`src/rtl/tp_mem_param.sv`:
```
// tp_mem_param: ping-pong N x N block memory; rows in, transposed (or passed-through) vectors out.
// Optional TPMEM_MODE_EN adds i_mode, sampled per block, selecting pass-through instead of transpose.
module tp_mem_param #(
  parameter int BW  = 12,
  parameter int N   = 6,
  parameter int PAD = 2
) (
  input  logic                  i_clk,
  input  logic                  i_Reset,
  input  logic [N*BW-1:0]       i_data,
  input  logic                  i_valid,
  output logic                  o_ready,
  output logic [(N+PAD)*BW-1:0] o_data,
  output logic                  o_valid,
  input  logic                  i_ready,
  output logic                  o_last
`ifdef TPMEM_MODE_EN
  ,
  input  logic                  i_mode
`endif
);
  localparam int CW = $clog2(N);
  localparam logic [CW-1:0] LAST = CW'(N - 1);

  logic [N*BW-1:0] mem [2][N];
  logic [1:0] full, full_n;
  logic wr_ptr, rd_ptr;
  logic [CW-1:0] wr_cnt, rd_cnt;
  logic wr_en, rd_en, wr_done, rd_done, pass;
  logic [(N+PAD)*BW-1:0] vec;

  assign o_ready = ~full[wr_ptr];
  assign wr_en   = i_valid && o_ready;
  assign wr_done = wr_en && wr_cnt == LAST;
  assign rd_en   = full[rd_ptr] && (!o_valid || i_ready);
  assign rd_done = rd_en && rd_cnt == LAST;

`ifdef TPMEM_MODE_EN
  logic [1:0] mode;
  assign pass = mode[rd_ptr];
`else
  assign pass = 1'b0;
`endif

  // Element i of vector rd_cnt: column rd_cnt of row i (transpose) or row rd_cnt column i.
  always_comb begin
    vec = '0;
    for (int i = 0; i < N; i++)
      vec[(N+PAD-i)*BW-1 -: BW] = pass ? mem[rd_ptr][rd_cnt][(N-i)*BW-1 -: BW]
                                       : mem[rd_ptr][i][(N-1-int'(rd_cnt))*BW +: BW];
  end

  // A read-side free and a write-side fill always touch different banks.
  always_comb begin
    full_n = full;
    if (rd_done) full_n[rd_ptr] = 1'b0;
    if (wr_done) full_n[wr_ptr] = 1'b1;
  end

  always_ff @(posedge i_clk) begin
    if (wr_en) mem[wr_ptr][wr_cnt] <= i_data;
`ifdef TPMEM_MODE_EN
    if (wr_en && wr_cnt == '0) mode[wr_ptr] <= i_mode;
`endif
  end

  always_ff @(posedge i_clk) begin
    if (!i_Reset) begin
      full    <= '0;
      wr_ptr  <= 1'b0;
      rd_ptr  <= 1'b0;
      wr_cnt  <= '0;
      rd_cnt  <= '0;
      o_data  <= '0;
      o_valid <= 1'b0;
      o_last  <= 1'b0;
    end else begin
      full <= full_n;
      if (wr_en) begin
        wr_cnt <= wr_done ? '0 : wr_cnt + 1'b1;
        wr_ptr <= wr_ptr ^ wr_done;
      end
      if (rd_en) begin
        o_data  <= vec;
        o_valid <= 1'b1;
        o_last  <= rd_done;
        rd_cnt  <= rd_done ? '0 : rd_cnt + 1'b1;
        rd_ptr  <= rd_ptr ^ rd_done;
      end else if (i_ready) begin
        o_valid <= 1'b0;
        o_last  <= 1'b0;
      end
    end
  end
endmodule
```
`config.mk`:
```
export PLATFORM = sky130hd
export DESIGN_NAME = tp_mem_param
export DESIGN_NICKNAME = d
export VERILOG_FILES = /design/src/rtl/tp_mem_param.sv
export SDC_FILE = /design/constraint.sdc
export NUM_CORES = 1
export LEC_CHECK = 0
export BUFFER_PORTS_ARGS = -buffer_cell sky130_fd_sc_hd__buf_2
export CORE_UTILIZATION = 55
export CTS_CLUSTER_DIAMETER = 50
export DETAILED_ROUTE_END_ITERATION = 10
export MAX_ROUTING_LAYER = met4
export PLACE_DENSITY = 0.81
export REMOVE_ABC_BUFFERS = 1
export SLEW_MARGIN = 15
export SYNTH_ARGS = -nofsm -noshare
export SYNTH_HDL_FRONTEND = slang
export SYNTH_SLANG_ARGS = --single-unit
export TNS_END_PERCENT = 50
```
`constraint.sdc`:
```
create_clock -name i_clk -period 9.4 [get_ports i_clk]
set_input_delay 0.94 -clock i_clk [delete_from_list [all_inputs] [get_ports i_clk]]
set_output_delay 0.94 -clock i_clk [all_outputs]
set_load 0.01 [all_outputs]
```
-- After elaboration in Yosys (flattened, before gate mapping)
Memory sizes are Yosys's and may differ from the RTL's. A register that Yosys moved wholly into a read port is not among the register bits.
Cells that the tools add are included.
- bitwise operators: 7
- equality and inequality tests: 2
- reductions and logical operators: 10
- $add $sub $neg: 3
- mux-type cells: 21
- shift operators: 6
- $lt $le $gt $ge: 6
- $mul: 1
- operators with widths (cell ; number):
    432-bit 2-to-1 mux ; 1
    72-bit by 9-bit variable part select with 12-bit output ; 6
    72-bit demux with 3-bit select ; 1
    72-bit 2-to-1 mux ; 1
    1-bit 2-to-1 mux ; 12
    1-bit logical AND ; 7
    4-bit by 3-bit multiplier with 7-bit output, second input constant ; 1
    3-bit by 1-bit adder with 3-bit output, second input constant ; 2
    3-bit == test, second input constant ; 2
    3-bit 2-to-1 mux ; 2
    4-bit greater-or-equal comparator, second input constant ; 1
    1-bit by 2-bit < comparator with 1-bit output, second input constant ; 2
    4-bit by 1-bit < comparator with 1-bit output, second input constant ; 1
    2-bit 2-to-1 mux ; 2
    3-bit inverter with 4-bit output ; 1
    3-bit by 3-bit subtractor with 4-bit output, first input constant ; 1
    2-bit bitwise AND ; 1
    1-bit demux with 1-bit select ; 2
    1-bit greater-or-equal comparator, second input constant ; 2
    2-bit inverter ; 1
    2-bit bitwise OR ; 1
    2-bit nonzero test ; 1
    1-bit bitwise XOR ; 2
    1-bit logical NOT ; 1
    other kinds (2) ; 2
- bits in writable memories: 864
- word-level logic and storage cells: 65
- memories kept: 1
- output and inout bits: 99
- register bits: 84
- memories (memory ; depth ; bits a word ; read ports ; clocked after memory_dff ; write ports ; line ; RTL):
    mem ; 2 ; 432 ; 1 ; 1 ; 1 ; 25 ; logic [N*BW-1:0] mem [2][N];

-- Logic depth before layout (Yosys ltp)
- word-level depth: 9
- depth in mapped cells: 17
- gate-level depth less buffers: 10

-- Worst setup path after synthesis
OpenSTA, ideal clock, no wires.
- kind: input-to-reg
- start: in i_valid
- end: mem mem[1][100] (netlist name) (enable)
- stages on the path: 2
- slack: 0.826 ns
- data arrival time: 7.895 ns
- setup time: 0.679 ns
- path buffers: 0
- required time: 8.721 ns
- path through: nand3_1 -> nor4_1
- word-level cells in the longest chain between the ends: 3
- RTL lines (item ; line ; RTL):
    from (decl) ; 11 ; input logic i_valid,
    1-bit logical AND ; 33 ; assign wr_en = i_valid && o_ready;
    1-bit 2-to-1 mux ; 61 ; if (wr_en) mem[wr_ptr][wr_cnt] <= i_data;
    432-bit 2-to-1 mux (implied by the code) ; 61 ;
    to (decl) ; 25 ;
Every way passes these cells.

-- Worst setup path after layout
- start: reg rd_cnt[0]
- end: reg o_data[91]
- word-level cells in the longest chain between the ends: 3
- RTL lines (item ; line ; RTL):
    from (decl) ; 28 ; logic [CW-1:0] wr_cnt, rd_cnt;
    from (signal assigned) ; 87 ; rd_cnt <= rd_done ? '0 : rd_cnt + 1'b1;
    3-bit by 3-bit subtractor with 4-bit output ; 50 ; : mem[rd_ptr][i][(N-1-int'(rd_cnt))*BW +: BW];
    4-bit by 3-bit multiplier with 7-bit output ; 50 ;
    72-bit by 9-bit variable part select with 12-bit output ; 50 ;
    to (signal assigned) ; 84 ; o_data <= vec;
    to (decl) ; 13 ; output logic [(N+PAD)*BW-1:0] o_data,
Every way passes these cells.
A chain may end at the register's enable or synchronous reset.

==> metrics.md <==
| Metric | Value |
|---|---|
| Overall die width | `290 um` |
| FFs w/ async S/R, synth | `0` |
| FP Rows | `105` |
| Slowest cell delay on critical path | `870 ps` |
| Maximum buffer depth of the clock tree | `3` |
| Highest attainable clock frequency | `193 MHz` |
| Flip-flop and latch count after synthesis | `949` |
| Netlist cell types | `71` |
| Main combinational cell family by area after synthesis | `multiplexers` |
| Final cell count without fillers | `3979` |
| Per-cell via count in the routed design | `7.47` |
| Area of the multi-input gates | `16700 um2` |
| Slowest stage cell, crit path | `sky130_fd_sc_hd__buf_4` |
| Setup Fix Bufs, Post-CTS | `0` |
| Number of nets in the layout | `2906` |
| Peak fanout along the critical path | `132` |
| Final antenna-violating net count | `0` |
| Storage cell area | `27700 um2` |
| Number of endpoints failing setup at the final stage | `0` |
| Transition time at the pin with the least slew margin | `1270 ps` |
| Maximum number of pins on one net before global-route repair | `133` |
| Placed standard-cell area | `47000 um2` |
| Worst-path cell chain | `inv_4 -> ha_4 -> buf_12 -> inv_4 -> buf_4 -> nand2_1 -> o2111ai_1 -> a211oi_1 -> o41ai_1` |
| Type of destination of the critical path | `flop` |
| Cell count after synthesis | `2713` |
| Average routed wire per standard cell | `37.0 um` |
| Most instantiated flip-flop cell in the synthesis netlist | `sky130_fd_sc_hd__edfxtp_1` |
| Number of synthesized flops with an enable pin | `864` |
| Fraction of synthesized area in multiplexers | `0.250` |
| Final core occ | `0.616` |
| Mean instance size in the synthesized netlist | `16.8 um2` |
| Clock transition at path regs | `60 ps` |
| Proportion of synthesized chip area in sequential cells | `0.607` |
| Design Area, Final | `50500 um2` |
| CP Launch Type | `flop` |
| Clock latency reported for the late side of the worst-skew pair | `680 ps` |
| Final number of hold-violating endpoints | `0` |
| Fraction of the mapped netlist area in simple logic gates | `0.0434` |
| Hold buffer count at cts | `0` |
| Min Tclk post-route | `5170 ps` |
| Initial DRC Count | `4755` |
| DIE AREA | `83900 um2` |
| Ports | `175` |
| Antenna violations before repair | `3` |
| Setup slack after layout | `4230 ps` |
| Netlist area before placement | `45500 um2` |
| Critical Path Most Common Cell | `sky130_fd_sc_hd__inv_4` |
| VDD IR max | `141 uV` |
| Clock tree skew after final layout | `21.0 ps` |
| Clock buffers created by TritonCTS | `103` |
| Cell Pwr Density | `179 nW/um2` |
| TritonCTS clock tree | `built` |
| Initial core utilization | `0.555` |
| Outcome | `finished, final reports clean` |
| Wire length of the first global-routing pass | `210 mm` |
| Total half-perimeter wirelength after legalization and detailed placement | `97.2 mm` |
| Post-synthesis compound-gate area fraction | `0.0640` |
| Area growth from synthesis to final layout | `10.9%` |
| Wire length reported by the detailed router | `147 mm` |
| DRC viols | `0` |
| Worst slew margin | `0.145` |
| Signal arrival time at the worst endpoint | `5730 ps` |
| Placed instance count | `3784` |
| Number of port buffers | `150` |
| Final period utilization | `0.550` |
| Max-cap violations | `0` |
| Maximum level of the CTS H-tree | `3` |
| Worst Hold Slack | `506 ps` |
| Chip Height | `290 um` |
| Commonest non-fill, non-tap cell in the layout | `sky130_fd_sc_hd__edfxtp_1` |
| Place WS | `4430 ps` |
| Kind of path behind the tightest hold check | `flop to flop` |
| Endpoint required time on the critical path | `9960 ps` |
| Count of warnings emitted by yosys | `0` |
| GR Overflow Total | `0` |
| Unrepaired setup endpoints after global routing | `no` |
| Placer Congestion | `0.989` |
| Leak Pwr | `16.2 nW` |
| Number of global-route vias before repair | `28745` |
| Post-synthesis share of cell area spent on xor and xnor gates | `0.00135` |
| Final max-slew violation count | `0` |
| Clock root buffer | `sky130_fd_sc_hd__clkbuf_16` |
| CTS Sinks | `949` |
| Most frequent cells in the layout | `sky130_fd_sc_hd__edfxtp_1, sky130_fd_sc_hd__mux4_2, sky130_fd_sc_hd__nand2_1, sky130_fd_sc_hd__mux2i_1, sky130_fd_sc_hd__buf_2` |
| Total vias in the final route | `29733` |
| Critical path class | `flop to flop` |
| Number of fillers in the final layout | `5787` |
| Proportion of layout cells with a drive suffix above 1 | `0.297` |
| Core Box Area | `82000 um2` |
| Adder-cell share of the synthesized area | `0.00275` |
| First-pass iteration count of the detailed router | `9` |
| Cts repair resizes | `0` |
| Overall Global Routing Usage | `0.364` |
==> critical path: cells and delay by family, from the launching register on <==
family | cells | cell delay (ps)
simple gates | 1 | 540
fa+ha+maj | 1 | 540
buf+inv | 4 | 2080
flops | 1 | 750
compound gates | 3 | 820
==> worst paths after layout <==
path | startpoint | to | slack, ps | cells past startpoint
max | rd_cnt[0] | o_data[91] | 4230 | 9
min | o_data[85] | o_data[85] | 510 | 2
max reg2reg | rd_cnt[0] | o_data[91] | 4230 | 9
min reg2reg | o_data[85] | o_data[85] | 510 | 2
==> logic make-up (layout without fill, tap and decap cells) <==
| family | count (synthesis) | count (layout) |
|---|---|---|
| adders and majority gates | 10 | 10 |
| xor gates and xnor gates | 7 | 7 |
| DFF | 949 | 949 |
| other | 1 | 27 |
| buffers and inverters | 247 | 417 |
| muxes | 637 | 637 |
| AOI/OAI and AO/OA | 428 | 428 |
| and+or+nand+nor | 434 | 434 |
==> synthesized netlist by cell type, drive strengths merged (7+ instances only) <==
master / instances / area (um2)
edfxtp: 864 / 25900
mux4: 394 / 8870
nand2: 196 / 736
mux2i: 187 / 1870
buf: 154 / 1080
o21ai: 90 / 450
a21oi: 85 / 429
dfxtp: 85 / 1700
clkbuf: 82 / 308
nor2: 62 / 233
mux2: 56 / 631
nand3: 51 / 255
nor3: 36 / 180
a221oi: 35 / 307
o22ai: 24 / 150
a211oi: 23 / 173
a31oi: 21 / 131
o211ai: 20 / 150
a22oi: 17 / 128
o221ai: 17 / 149
and2: 14 / 87.6
nor2b: 14 / 87.6
and3: 12 / 75.1
a221o: 11 / 110
a32oi: 11 / 96.3
nand2b: 11 / 68.8
ha: 10 / 125
o31ai: 10 / 75.1
inv: 9 / 33.8
nor4: 9 / 56.3
o32ai: 9 / 78.8
or3: 9 / 56.3
nand4: 7 / 43.8
o2111ai: 7 / 61.3
==> layout make-up <==
type	instances	share of cell area
antenna	3	0.000149
sequential	949	0.548
clock inverter	62	0.0129
timing repair buffer	215	0.0259
clock buffer	129	0.0544
inverter	11	0.000917
tap	1070	0.0265
multi-input combinational	1540	0.331
==> power breakdown <==
| part | internal (mW) | switching [mW] | total (mW) |
|---|---|---|---|
| clock network | 2.34 | 1.74 | 4.08 |
| logic | 0.0804 | 0.190 | 0.270 |
| registers | 4.65 | 0.0220 | 4.68 |
| total | 7.08 | 1.95 | 9.03 |
==> registers in the layout, summed over array words and instances (netlist names), named ones only <==
signal   flops
rd_cnt       3
o_last       1
mem        864
wr_cnt       3
full         2
o_valid      1
wr_ptr       1
o_data      72
rd_ptr       1
==> routing by layer <==
layer | track usage | vias up | wire length [um]
li1 | - | 11493 | -
met1 | 0.488 | 15187 | 52100
met2 | 0.533 | 2557 | 67400
met3 | 0.0804 | 496 | 19300
met4 | 0.172 | 0 | 8520
met5 | - | - | 0
==> metrics by stage <==
step                TNS, ps  power [mW]
floorplan           -771850        4.88
global placement          0        5.01
detailed placement        0        5.03
CTS                       0        9.03
global route              0        9.21
finish                    0        9.03
Note: power is estimated with default switching activity, not from simulation.
